## config.mk

```make
export PLATFORM = sky130hd
export DESIGN_NAME = axis_frame_arbiter
export DESIGN_NICKNAME = d
export VERILOG_FILES = /design/src/rtl/axis_frame_arbiter.sv
export SDC_FILE = /design/constraint.sdc
export NUM_CORES = 1
export LEC_CHECK = 0
export ABC_AREA = 0
export ABC_CLOCK_PERIOD_IN_PS = 5580
export CELL_PAD_IN_SITES_DETAIL_PLACEMENT = 1
export CELL_PAD_IN_SITES_GLOBAL_PLACEMENT = 2
export CORE_ASPECT_RATIO = 1.5
export CORE_UTILIZATION = 26
export CTS_CLUSTER_SIZE = 12
export DETAILED_ROUTE_END_ITERATION = 12
export GPL_ROUTABILITY_DRIVEN = 0
export GPL_TIMING_DRIVEN = 0
export PLACE_DENSITY = 0.93
export SYNTH_ARGS = -nofsm -noshare
export SYNTH_HDL_FRONTEND = slang
export SYNTH_SLANG_ARGS = --single-unit
```

## constraint.sdc

```tcl
create_clock -name clk -period 5.58 [get_ports clk]
set_input_delay 1.116 -clock clk [delete_from_list [all_inputs] [get_ports clk]]
set_output_delay 1.116 -clock clk [all_outputs]
set_load 0.01 [all_outputs]
```

## src/rtl/axis_frame_arbiter.sv

```systemverilog
// Frame-granular round-robin arbiter: PORTS AXI-stream sources share one output.
// A registered output stage with a one-beat skid buffer isolates output ready from input ready.
`timescale 1ns/1ps
module axis_frame_arbiter #(
  parameter int PORTS      = 4,
  parameter int DATA_WIDTH = 64,
  parameter int KEEP_WIDTH = DATA_WIDTH/8,
  parameter int SEL_WIDTH  = $clog2(PORTS)
) (
  input  logic                        clk,
  input  logic                        rst_n,
  input  logic [PORTS*DATA_WIDTH-1:0] input_axis_tdata,
  input  logic [PORTS*KEEP_WIDTH-1:0] input_axis_tkeep,
  input  logic [PORTS-1:0]            input_axis_tvalid,
  output logic [PORTS-1:0]            input_axis_tready,
  input  logic [PORTS-1:0]            input_axis_tlast,
  input  logic [PORTS-1:0]            input_axis_tuser,
  output logic [DATA_WIDTH-1:0]       output_axis_tdata,
  output logic [KEEP_WIDTH-1:0]       output_axis_tkeep,
  output logic                        output_axis_tvalid,
  input  logic                        output_axis_tready,
  output logic                        output_axis_tlast,
  output logic                        output_axis_tuser,
  output logic [SEL_WIDTH-1:0]        grant_index,
  output logic                        grant_valid
);

  // Valid/ready: a beat moves on a rising edge where valid and ready are both 1;
  // valid and payload stay stable until then, and ready never depends on valid combinationally.
  localparam int BEAT_W = DATA_WIDTH + KEEP_WIDTH + 2;

  typedef enum logic {IDLE = 1'b0, ACTIVE = 1'b1} state_e;

  state_e               state_q, state_d;
  logic [SEL_WIDTH-1:0] grant_q, grant_d;
  logic [SEL_WIDTH-1:0] last_grant_q, last_grant_d;
  logic                 ready_int_q, ready_int_d;
  logic [BEAT_W-1:0]    out_beat_q, out_beat_d;
  logic [BEAT_W-1:0]    tmp_beat_q, tmp_beat_d;
  logic                 out_valid_q, out_valid_d;
  logic                 tmp_valid_q, tmp_valid_d;
  logic [BEAT_W-1:0]    mux_beat;
  logic                 mux_valid;
  logic                 accept;
  logic                 found;

  // Arbiter: round-robin scan in IDLE, frame lock in ACTIVE.
  always_comb begin
    state_d      = state_q;
    grant_d      = grant_q;
    last_grant_d = last_grant_q;
    found        = 1'b0;
    mux_beat     = '0;
    mux_valid    = 1'b0;
    for (int p = 0; p < PORTS; p++) begin
      if (grant_q == SEL_WIDTH'(p)) begin
        mux_beat  = {input_axis_tdata[p*DATA_WIDTH +: DATA_WIDTH],
                     input_axis_tkeep[p*KEEP_WIDTH +: KEEP_WIDTH],
                     input_axis_tlast[p], input_axis_tuser[p]};
        mux_valid = input_axis_tvalid[p];
      end
    end
    accept = (state_q == ACTIVE) && mux_valid && ready_int_q;
    case (state_q)
      IDLE: begin
        for (int i = 1; i <= PORTS; i++) begin
          for (int p = 0; p < PORTS; p++) begin
            if (!found && input_axis_tvalid[p] && (p == (int'(last_grant_q) + i) % PORTS)) begin
              found   = 1'b1;
              grant_d = SEL_WIDTH'(p);
            end
          end
        end
        if (found) begin
          state_d      = ACTIVE;
          last_grant_d = grant_d;
        end
      end
      ACTIVE: if (accept && mux_beat[1]) state_d = IDLE;
      default: state_d = IDLE;
    endcase
  end

  // Output register plus skid slot; the skid slot absorbs the beat accepted while ready falls.
  always_comb begin
    ready_int_d = output_axis_tready | (!tmp_valid_q & (!out_valid_q | !accept));
    out_valid_d = out_valid_q;
    out_beat_d  = out_beat_q;
    tmp_valid_d = tmp_valid_q;
    tmp_beat_d  = tmp_beat_q;
    if (ready_int_q) begin
      if (output_axis_tready || !out_valid_q) begin
        out_valid_d = accept;
        if (accept) out_beat_d = mux_beat;
      end else begin
        tmp_valid_d = accept;
        if (accept) tmp_beat_d = mux_beat;
      end
    end else if (output_axis_tready) begin
      out_valid_d = tmp_valid_q;
      out_beat_d  = tmp_beat_q;
      tmp_valid_d = 1'b0;
    end
  end

  always_ff @(posedge clk or negedge rst_n) begin
    if (!rst_n) begin
      state_q      <= IDLE;
      grant_q      <= '0;
      last_grant_q <= SEL_WIDTH'(PORTS - 1);
      ready_int_q  <= 1'b0;
      out_valid_q  <= 1'b0;
      out_beat_q   <= '0;
      tmp_valid_q  <= 1'b0;
      tmp_beat_q   <= '0;
    end else begin
      state_q      <= state_d;
      grant_q      <= grant_d;
      last_grant_q <= last_grant_d;
      ready_int_q  <= ready_int_d;
      out_valid_q  <= out_valid_d;
      out_beat_q   <= out_beat_d;
      tmp_valid_q  <= tmp_valid_d;
      tmp_beat_q   <= tmp_beat_d;
    end
  end

  always_comb begin
    input_axis_tready = '0;
    for (int p = 0; p < PORTS; p++) begin
      if ((state_q == ACTIVE) && (grant_q == SEL_WIDTH'(p))) input_axis_tready[p] = ready_int_q;
    end
  end

  // grant_valid is the FSM state itself (1 = ACTIVE).
  assign grant_valid        = (state_q == ACTIVE);
  assign grant_index        = grant_q;
  assign output_axis_tvalid = out_valid_q;
  assign output_axis_tdata  = out_beat_q[BEAT_W-1 -: DATA_WIDTH];
  assign output_axis_tkeep  = out_beat_q[KEEP_WIDTH+1 : 2];
  assign output_axis_tlast  = out_beat_q[1];
  assign output_axis_tuser  = out_beat_q[0];

endmodule

```

==> out/results.ini <==
[route]
drt-total-wl_mm = 32.8
route.detailed.drc = 2
wl_per_cell_um = 19.9
drt_iter0_markers = 333
vias_per_cell = 4.89
firstDrtPassIters = 10
vias = 8070
ant_nets = 0

[die]
rows = 80
die_y_um = 221
die-area_um2 = 32800
dieWidth_um = 148
ios = 385
core_um2 = 31700
start_util_pct = 26.3

[yosys]
synth_area_leader_cell = dfrtp_1
synthFlopType = dfrtp_1
netlist_top_cells_count = nand2_1, dfrtp_1, nor2_1, o21ai_0, mux4_2
synth_edf_count = 0
synth_nets = 1128
syn_inst = 825
ys_ff_latch = 156
synth_warnings = 0
synth_compound_area_share_pct = 12.1
muxShareOfSynthArea_pct = 20.5
yosys.area_share.xor_xnor_pct = 0
ys_top_cells_by_area = dfrtp_1, mux4_2, nand2_1
post_synth.cell_area_avg_um2 = 10.1
synth_top_family_by_area = multiplexers
yosysMostFrequentCell = nand2_1
synth_top_area_share_pct = 46.2
synth-adder-area-share_pct = 0
async_flop_share_pct = 100
synthDistinctLibCells = 37
synth-seq-area-share_pct = 46.8
yosys.area_share.simple_pct = 16.0
synth_area_um2 = 8350

[worst_setup_path]
cp_cell_sequence = clkbuf_1, clkbuf_1, clkbuf_1, nand3_1, nor2_1, clkdlybuf4s50_1
critPathRequiredTime_ps = 4460
startpoint_type = register
arrival_ps = 3250
r2r-end = out_beat_q[70]$_DFFE_PN0P_
r2r-start = ready_int_q$_DFF_PN0_
cp_common_cell = clkbuf_1
reg2reg_slack_ps = 3160
crit_family = buffers and inverters
reg2reg_depth = 6
cp_slowest_stage_delay_ps = 600
critPathBufInv = 4
cp_slowest_cell = clkbuf_1
cp_max_fo = 10
path_depth = 6
path_class = reg2out
critPathCaptureType = output pin

[place]
dp_hpwl_mm = 25.7
port_buffers = 382
dp_slack_ps = 1560

[layout]
utilization_pct = 42.0
n_antenna_cell = 0
nFillCells = 3567
layout-drive-gt1-share_pct = 12.4
fin_nets = 1530
area_growth_pct = 59.5

[power_and_ir_drop]
p_int_mw = 4.18
p_switching_mw = 2.84
share_comb_of_total_power_pct = 54.9
p_sw_share_pct = 40.5
ir_drop_v = 0.000183
p_seq_share_pct = 28.1
leakagePower_nw = 5.35
power_density_nw_per_um2 = 528
fin_total_pwr_mw = 7.03
clockPowerShare_pct = 17.0

[timing]
worstMarginPinSlew_ps = 776
finalCritPeriodShare_pct = 78.2
fin_tns_setup_ps = 0
period_minus_slack_ps = 4360
clock_skew_ps = 10.8
hold_viol = 0
slew_viol_final = 0
rsz0062_at_grt = false
layout_setup_ws_ps = 1220
max_freq_mhz = 229
relSlewSlack_pct = 48.3
setup_violations = 0

[global_routing]
grt_start_max_net_pins = 91
grt_overflow = 0
grt_pass1_vias = 9153
grt_first_pass_wirelength_mm = 51.1
antenna_found_initial = 0
gr-usage-all-layers_pct = 20.7

[clock_tree]
clk_pin_slew_ps = 60
cts_resized = 0
cts_hold_buf = 0
cts_tree = yes
cts_root_buf = clkbuf_16
h-tree-depth = 4
post-cts-setup-buffer-count = 0
insertion_delay_ps = 430
cts.path.max_buffers = 2
numCtsBuffers = 17
clkSinkCount = 156

[job]
max_cap_viol_count = 0

[worst_hold_path]
worstHoldStart = tmp_beat_q[17]$_DFFE_PN0P_
min_path_cells = 2
min_to = tmp_beat_q[17]$_DFFE_PN0P_
hold_class = reg2reg

[status]
violations = DRC
status = finished with violations

per-layer routing:
layer	up-vias	GRT usage (%)	part of all wire [%]
li1	3751	-	-
met1	4050	24.2	40
met2	235	37.5	54
met3	34	3.59	4.1
met4	0	6.68	2.1
met5	-	0	0
placed cells by master (no fill, tap or decap), types with 7 or more instances in the layout:
cell and count:
a21oi_1 11, a31oi_1 73, buf_2 28, clkbuf_1 32
clkbuf_16 17, clkdlybuf4s50_1 381, clkinv_2 7, dfrtp_1 154
inv_1 7, mux4_2 75, nand2_1 228, nor2_1 87
o21ai_0 77
worst max-delay path by stage:
stage,slack [ps],start,endpoint
finish,1220,ready_int_q$_DFF_PN0_,input_axis_tready[3]
global route,970,ready_int_q$_DFF_PN0_,input_axis_tready[3]
CTS,1070,ready_int_q$_DFF_PN0_,input_axis_tready[3]
detailed placement,1560,ready_int_q$_DFF_PN0_,input_axis_tready[3]
global placement,-3180,rst_n,out_beat_q[63]$_DFFE_PN0P_
floorplan,2970,input_axis_tvalid[0],tmp_beat_q[1]$_DFFE_PN0P_
registers in the layout, indices dropped and copies added, names as in the netlist:
| register | flops |
|---|---|
| out_beat_q | 74 |
| output_axis_tvalid | 1 |
| last_grant_q | 2 |
| tmp_valid_q | 1 |
| tmp_beat_q | 74 |
| grant_valid | 1 |
| ready_int_q | 1 |
| grant_index | 2 |
power groups by stage:
stage | sequential (mW) | combinational, mW | clock [mW]
floorplan | 2.07 | 2.11 | 0
global placement | 1.97 | 3.83 | 0
detailed placement | 1.99 | 3.93 | 0
CTS | 1.98 | 3.95 | 1.23
global route | 2.04 | 4.25 | 1.27
finish | 1.97 | 3.86 | 1.20
through the flow:
| stage | std cells | area (um2) | hold slack [ps] |
|---|---|---|---|
| floorplan | 825 | 8350 | 450 |
| CTS | 1650 | 13300 | 484 |
| finish | 1650 | 13300 | 477 |
| global placement | 1617 | 12700 | 462 |
| detailed placement | 1618 | 12700 | 470 |
| global route | 1650 | 13300 | 504 |
worst min-delay path, delay by kind of cell (launching register included):
| family | cells | cell delay, ps |
|---|---|---|
| DFF | 1 | 340 |
| AOI/OAI and AO/OA | 1 | 60 |
| and+or+nand+nor | 1 | 40 |
layout make-up:
cell class | count | area, um2 | share of cell area, %
multi-input cells | 590 | 4060 | 30.5
inverters | 7 | 26.3 | 0.197
well taps | 410 | 513 | 3.85
flip-flops and latches | 156 | 3910 | 29.3
repair buffers | 383 | 3860 | 29.0
plain buffers | 72 | 357 | 2.68
clock buffers | 19 | 453 | 3.40
clock inverters | 13 | 148 | 1.11
cells by family (layout without fill, tap and decap cells):
kind of cell    after synthesis  in the layout
mux                          77             77
flops                       156            156
buf+inv                      79            494
simple gates                338            338
compound gates              175            175
Power figures use the tool's default switching activity.
